`config.mk`:
```
export PLATFORM = sky130hd
export DESIGN_NAME = lane_fifo_reader
export DESIGN_NICKNAME = d
export VERILOG_FILES = /design/src/rtl/lane_fifo_reader.sv
export SDC_FILE = /design/constraint.sdc
export NUM_CORES = 1
export LEC_CHECK = 0
export ABC_AREA = 1
export BUFFER_PORTS_ARGS = -buffer_cell sky130_fd_sc_hd__buf_4
export CAP_MARGIN = 20
export CORE_AREA = 3 3 107 150
export CTS_BUF_LIST = sky130_fd_sc_hd__clkbuf_2
export CTS_CLUSTER_SIZE = 14
export DETAILED_ROUTE_END_ITERATION = 10
export DIE_AREA = 0 0 110 153
export MAX_ROUTING_LAYER = met4
export PLACE_DENSITY = 0.48
export RECOVER_POWER = 50
export SYNTH_ARGS = -nofsm -noshare
export SYNTH_HDL_FRONTEND = slang
export SYNTH_SLANG_ARGS = --single-unit
```
`constraint.sdc`:
```
create_clock -name clk -period 3.3 [get_ports clk]
set_input_delay 0.66 -clock clk [delete_from_list [all_inputs] [get_ports clk]]
set_output_delay 0.66 -clock clk [all_outputs]
set_load 0.01 [all_outputs]
```
`src/rtl/lane_fifo_reader.sv`:
```
// rtl/lane_fifo_reader.sv - lane_fifo read-side controller with 2-entry skid buffer
// Optional occupancy output enabled by LANE_FIFO_READER_LEVEL_EN.
module lane_fifo_reader #(
  parameter int DATA_WIDTH = 40,
  parameter int ADDR_WIDTH = 9
) (
  input  logic                  clk,
  input  logic                  reset,
  input  logic [ADDR_WIDTH:0]   wr_ptr,
  input  logic                  flush,
  output logic [ADDR_WIDTH-1:0] read_addr,
  input  logic [DATA_WIDTH-1:0] q,
  output logic [ADDR_WIDTH:0]   rd_ptr,
  output logic [DATA_WIDTH-1:0] out_data,
  output logic                  out_valid,
  input  logic                  out_ready,
  output logic [ADDR_WIDTH+1:0] level
);

  logic [ADDR_WIDTH:0]   r_rd_ptr;
  logic                  r_inflight;
  logic                  r_flush_d;
  logic [DATA_WIDTH-1:0] r_buf0;
  logic [DATA_WIDTH-1:0] r_buf1;
  logic [1:0]            r_buf_cnt;

  logic                  w_empty;
  logic                  w_pop;
  logic                  w_discard;
  logic                  w_issue;
  logic [2:0]            w_credit;
  logic [DATA_WIDTH-1:0] w_buf0_n;
  logic [DATA_WIDTH-1:0] w_buf1_n;
  logic [1:0]            w_cnt_n;

  assign read_addr = r_rd_ptr[ADDR_WIDTH-1:0];
  assign rd_ptr    = r_rd_ptr;
  assign out_valid = (r_buf_cnt != 2'd0);
  assign out_data  = r_buf0;

  assign w_empty  = (r_rd_ptr == wr_ptr);
  assign w_pop    = out_valid & out_ready;
  assign w_credit = {1'b0, r_buf_cnt} + {2'b00, r_inflight} - {2'b00, w_pop};

  // The cycle after flush re-syncs to wr_ptr so words committed during flush are dropped too.
  assign w_discard = flush | r_flush_d;
  assign w_issue   = !w_empty && (w_credit < 3'd2) && !w_discard;

  // Pop shifts the head first, then the returning RAM word lands in the first free slot.
  always_comb begin
    w_buf0_n = r_buf0;
    w_buf1_n = r_buf1;
    w_cnt_n  = r_buf_cnt;
    if (w_pop) begin
      w_buf0_n = r_buf1;
      w_cnt_n  = r_buf_cnt - 2'd1;
    end
    if (r_inflight) begin
      if (w_cnt_n == 2'd0) begin
        w_buf0_n = q;
      end else begin
        w_buf1_n = q;
      end
      w_cnt_n = w_cnt_n + 2'd1;
    end
  end

  always_ff @(posedge clk) begin
    if (reset) begin
      r_rd_ptr   <= '0;
      r_inflight <= 1'b0;
      r_flush_d  <= 1'b0;
      r_buf0     <= '0;
      r_buf1     <= '0;
      r_buf_cnt  <= 2'd0;
    end else begin
      r_flush_d <= flush;
      if (w_discard) begin
        r_rd_ptr   <= wr_ptr;
        r_inflight <= 1'b0;
        r_buf_cnt  <= 2'd0;
      end else begin
        r_rd_ptr   <= w_issue ? r_rd_ptr + 1'b1 : r_rd_ptr;
        r_inflight <= w_issue;
        r_buf0     <= w_buf0_n;
        r_buf1     <= w_buf1_n;
        r_buf_cnt  <= w_cnt_n;
      end
    end
  end

`ifdef LANE_FIFO_READER_LEVEL_EN
  logic [ADDR_WIDTH:0]   w_occ;
  logic [ADDR_WIDTH+1:0] w_level_n;
  logic [ADDR_WIDTH+1:0] r_level;

  assign w_occ     = wr_ptr - r_rd_ptr;
  assign w_level_n = {1'b0, w_occ} + (ADDR_WIDTH+2)'(r_inflight) + (ADDR_WIDTH+2)'(r_buf_cnt);

  always_ff @(posedge clk) begin
    if (reset || w_discard) begin
      r_level <= '0;
    end else begin
      r_level <= w_level_n;
    end
  end

  assign level = r_level;
`else
  assign level = '0;
`endif

endmodule

```
After elaboration in Yosys (flattened, before gate mapping)
Cells that the tools add are included.
{"block": "word_totals", "ff_bits": 94, "input_bits": 54, "word_cells": 33}
{"block": "classes", "add_sub_neg": 5, "order_cmp": 1, "n_eq_ne": 1, "n_mux": 7, "bitwise": 4, "n_reduce_logical": 9}
{"cell": "$mux W40", "n": 3}
{"cell": "$mux W10", "n": 2}
{"cell": "$add A10 B1 Y10 const B", "n": 1}
{"cell": "$eq A10 B10 Y1", "n": 1}
{"cell": "$mux W2", "n": 2}
{"cell": "$reduce_bool A2 Y1", "n": 2}
{"cell": "$add A2 B1 Y3", "n": 1}
{"cell": "$lt A3 B2 Y1 const B", "n": 1}
{"cell": "$reduce_and A3 Y1", "n": 1}
{"cell": "$sub A3 B1 Y3", "n": 1}
{"cell": "$add A2 B1 Y2 const B", "n": 1}
{"cell": "$logic_and A1 B1 Y1", "n": 2}
{"cell": "$logic_not A1 Y1", "n": 2}
{"cell": "$logic_not A2 Y1", "n": 1}
{"cell": "$not A1 Y1", "n": 2}
{"cell": "$reduce_or A2 Y1", "n": 1}
{"cell": "$sub A2 B1 Y2 const B", "n": 1}
{"cell": "$and A1 B1 Y1", "n": 1}
{"cell": "$or A1 B1 Y1", "n": 1}

Logic depth before layout (Yosys ltp)
{"block": "logic_depth", "word_depth": 8, "ltp_mapped": 17}

Worst setup path before layout
Ideal clock, no wire load.
{"block": "synth_timing", "path_kind": "flip-flop to flip-flop", "startpoint": "reg r_buf_cnt[1]", "endpoint": "reg r_rd_ptr[0] (netlist: rd_ptr[0])", "arrival_ps": 2415, "required_ps": 3230, "setup_slack_ps": 814, "path_stages_with_launch": 17, "path_buffers": 0, "path_cell_list": "dfxtp_1 > inv_1 > ha_1 > inv_1 > nand2_1 > inv_1 > ha_1 > inv_1 > ha_1 > inv_1 > fa_1 > o21ai_0 > a21oi_1 > nand2_1 > nand2_1 > nand2_1 > a21oi_1"}
{"block": "synth_via", "elab_chain_len": 7, "elab_cells_between_ends": 8, "cone_classes": "add/sub (2); order compare (1); bitwise (1); reduce/logical (4)"}
{"item": "start: declaration", "line_no": "25", "source": "logic [1:0] r_buf_cnt;"}
{"item": "start signal: assignment", "line_no": "87", "source": "r_buf_cnt <= w_cnt_n;"}
{"item": "$reduce_bool A2 Y1", "line_no": "38", "source": "assign out_valid = (r_buf_cnt != 2'd0);"}
{"item": "net out_valid", "line_no": "15", "source": "output logic out_valid,"}
{"item": "$and A1 B1 Y1", "line_no": "42", "source": "assign w_pop = out_valid & out_ready;"}
{"item": "$sub A3 B1 Y3", "line_no": "43", "source": "assign w_credit = {1'b0, r_buf_cnt} + {2'b00, r_inflight} - {2'b00, w_pop};"}
{"item": "$lt A3 B2 Y1", "line_no": "47", "source": "assign w_issue = !w_empty && (w_credit < 3'd2) && !w_discard;"}
{"item": "$logic_and A1 B1 Y1 (2 in a row)", "line_no": "47"}
{"item": "$reduce_bool A2 Y1 (no source line)"}
{"item": "end signal: assignment", "line_no": "79", "source": "r_rd_ptr <= wr_ptr;"}
{"item": "end signal: assignment", "line_no": "83", "source": "r_rd_ptr <= w_issue ? r_rd_ptr + 1'b1 : r_rd_ptr;"}
{"item": "end: declaration", "line_no": "20", "source": "logic [ADDR_WIDTH:0] r_rd_ptr;"}
The timed path passes the listed nets, and every way through them passes these cells.
A chain may end at the register's enable or synchronous reset.

Worst setup path after layout
{"block": "layout_timing", "startpoint": "reg r_buf_cnt[1]", "endpoint": "reg r_rd_ptr[6] (netlist: rd_ptr[6])"}
{"block": "layout_via", "elab_chain_len": 7, "elab_cells_between_ends": 8, "cone_classes": "add/sub (2); order compare (1); bitwise (1); reduce/logical (4)"}
{"item": "branches (longest 2 deep; another with $add A2 B1 Y3)"}
{"item": "$sub A3 B1 Y3 *", "line_no": "43"}
{"item": "$lt A3 B2 Y1 *", "line_no": "47"}
{"item": "$logic_and A1 B1 Y1 * (2 in a row)", "line_no": "47"}
{"item": "$reduce_bool A2 Y1 (no source line) *"}
Mark *: on every way between the ends.

==> results.json <==
{
  "status": "finished, final reports clean",
  "syn_avg_cell_area_um2": 6.99,
  "die_width_um": 110,
  "cap_violations": 0,
  "reg2reg_slack_ns": 0.50,
  "fin_ws_ns": 0.501,
  "ys_ff_latch": 94,
  "grt_pass1_vias": 3812,
  "synth_area_mm2": 0.00444,
  "finalHoldViolCount": 0,
  "io_buffers": 113,
  "cpMostUsedCell": "inv_1",
  "grt_pass1_wl_um": 18100,
  "io_pins": 125,
  "crit_family": "adder cells",
  "vias_per_cell": 4.57,
  "min_period_ns": 2.80,
  "r2r-end": "rd_ptr[6]$_SDFFE_PP0P_",
  "fin_skew_ns": 0.0544,
  "netlist.area_leader.share": 0.424,
  "ir_drop_mv": 0.170,
  "drtIter0Drc": 158,
  "synth_area_leaders": "dfxtp_1, o21ai_0, a21oi_1",
  "ctsLongestPathBuffers": 2,
  "dr.pass1.iters": 4,
  "hpwl_um": 8010,
  "cp_max_fo": 10,
  "synth.largest_area_cell": "dfxtp_1",
  "routed_wl_um": 11200,
  "wl_per_cell_um": 12.1,
  "final_cell_mix": "o21ai_0, nand2_1, inv_1",
  "row_count": 53,
  "worst_pin_slew_ns": 0.679,
  "drive_gt1_frac": 0.117,
  "yosysUniqueCellTypes": 26,
  "slew_violations": 0,
  "clockRootBuffer": "clkbuf_2",
  "hold_depth": 3,
  "required_ns": 3.77,
  "dieHeight_um": 153,
  "cp.arrival_ns": 3.27,
  "track_usage": 0.136,
  "slowest_stage": "fa_1",
  "min_path_type": "input pin to flip-flop",
  "setup-tns-final_ns": 0,
  "timing.rr.start": "r_buf_cnt[1]$_SDFF_PP0_",
  "finalCritPeriodShare": 0.848,
  "initial_utilization": 0.298,
  "power.leakage_nw": 2.21,
  "area_growth_pct": 17.4,
  "worstPathCellList": "inv_1 -> ha_1 -> inv_1 -> nand2_1 -> inv_1 -> ha_1 -> inv_1 -> ha_1 -> inv_1 -> fa_1 -> o21ai_0 -> a21oi_1 -> nand2_1 -> nand2_1 -> nand2_1 -> a21oi_1",
  "hold_end": "r_buf1[10]$_SDFFE_PP0P_",
  "layout_commonest_cell": "o21ai_0",
  "core_mm2": 0.0149,
  "cts_setup_buffers": 0,
  "post_cts_resized": 0,
  "clk_pin_slew_ns": 0.32,
  "grt_setup_unrepaired": "no",
  "synth_cells": 636,
  "hp-start": "q[10]",
  "path_buf_inv": 5,
  "clk_latency_ns": 0.57,
  "path_class": "flip-flop to flip-flop",
  "yosysWarnings": 0,
  "end_kind": "flip-flop",
  "setup_violations": 0,
  "drc_errors": 0,
  "slew_headroom": 0.547,
  "grt_max_degree": 51,
  "cts_tree": "done",
  "antenna_found_initial": 2,
  "gp_congestion": 0.827,
  "slowest_delay_ns": 0.48,
  "power.density_mw_per_mm2": 426,
  "yosysSeqAreaShare": 0.424,
  "nets": 783,
  "power_mw": 2.22,
  "grt-ovfl-total": 0,
  "critPathLaunchType": "flip-flop",
  "vias": 4216,
  "preCtsSetupSlack_ns": 0.412,
  "numCtsBuffers": 9,
  "cts_max_level": 3,
  "final_antenna_net_count": 0,
  "dp.cells": 904,
  "final_cell_count_no_fill": 922,
  "die_area_mm2": 0.0168,
  "worst_r2r_path_depth": 16,
  "cts_hold_buf": 0,
  "cts.sinks": 94,
  "fmax_mhz": 357
}
==> cell usage after synthesis <==
library cell	count
buf_4	24
clkbuf_2	3
nand3_1	17
buf_6	1
o21ai_0	126
inv_1	102
conb_1	1
xnor2_1	4
nor2_2	1
dfxtp_1	94
clkbuf_1	17
o21ai_2	1
o211ai_1	1
buf_2	12
fa_1	1
nor3_4	1
nand2_1	105
ha_1	5
nor2_1	23
o22ai_1	1
inv_2	2
nand4_1	1
nor3_1	1
nor2_4	1
a21oi_1	90
o21ai_1	1
==> final cells by class <==
cell class              count  area (µm²)
diodes                      2        5.00
clock buffers               9        45.0
clock inverters             7        83.8
fillers                  1688        9700
inverters                 104         390
multi-input cells         391        1880
flip-flops and latches     94        1880
well taps                 192         240
repair buffers            123         694
==> stage by stage <==
stage	util	hold WS, ns	area [µm²]
after floorplan	-	0.425	4480
after global placement	0.357	0.436	5320
after detailed placement	0.357	0.438	5320
after CTS	0.365	0.223	5450
after global routing	0.350	0.198	5220
final	0.350	0.286	5220
==> routing by layer <==
layer,global-route usage,share of wire,wire length [µm]
met5,-,0,0
met4,0.0559,0.024,269
met3,0.0313,0.057,641
met2,0.215,0.47,5260
met1,0.166,0.45,4980
==> worst max path at each step <==
stage | depth (start not counted) | end | slack [ns] | startpoint
finish | 16 | rd_ptr[6]$_SDFFE_PP0P_ | 0.50 | r_buf_cnt[1]$_SDFF_PP0_
detailed placement | 14 | rd_ptr[6]$_SDFFE_PP0P_ | 0.41 | out_ready
CTS | 16 | rd_ptr[6]$_SDFFE_PP0P_ | 0.45 | r_buf_cnt[1]$_SDFF_PP0_
global placement | 14 | rd_ptr[6]$_SDFFE_PP0P_ | 0.57 | out_ready
floorplan | 16 | rd_ptr[0]$_SDFFE_PP0P_ | 0.81 | r_buf_cnt[1]$_SDFF_PP0_
global route | 16 | rd_ptr[6]$_SDFFE_PP0P_ | 0.09 | r_buf_cnt[1]$_SDFF_PP0_
==> state kept, by name, indices dropped and copies added, names as in the netlist <==
| name | cells |
|---|---|
| rd_ptr | 10 |
| r_buf1 | 40 |
| out_data | 40 |
| r_inflight | 1 |
| r_buf_cnt | 2 |
| r_flush_d | 1 |
==> where the power goes <==
part / leakage (nW) / switching [mW] / internal (mW)
sequential: 0.763 / 0.0426 / 1.19
combinational: 1.37 / 0.223 / 0.140
clock: 0.0759 / 0.435 / 0.192
total: 2.21 / 0.701 / 1.52
==> tightest hold or removal path, stage by stage <==
cell and delay [ns]:
buf_4 0.10, inv_1 0.05, a21oi_1 0.05
==> kinds of logic (layout without fill, tap and decap cells) <==
| family | after synthesis | after routing | synth area share |
|---|---|---|---|
| buffers and inverters | 161 | 243 | 0.162 |
| XOR/XNOR | 4 | 4 | 0.00788 |
| AO/OA/AOI/OAI | 220 | 220 | 0.250 |
| flip-flops | 94 | 94 | 0.424 |
| AND/OR/NAND/NOR | 150 | 150 | 0.137 |
| other | 1 | 13 | 0.000844 |
| adder cells (fa/ha/maj) | 6 | 6 | 0.0186 |
Note: power is estimated with default switching activity, not from simulation.
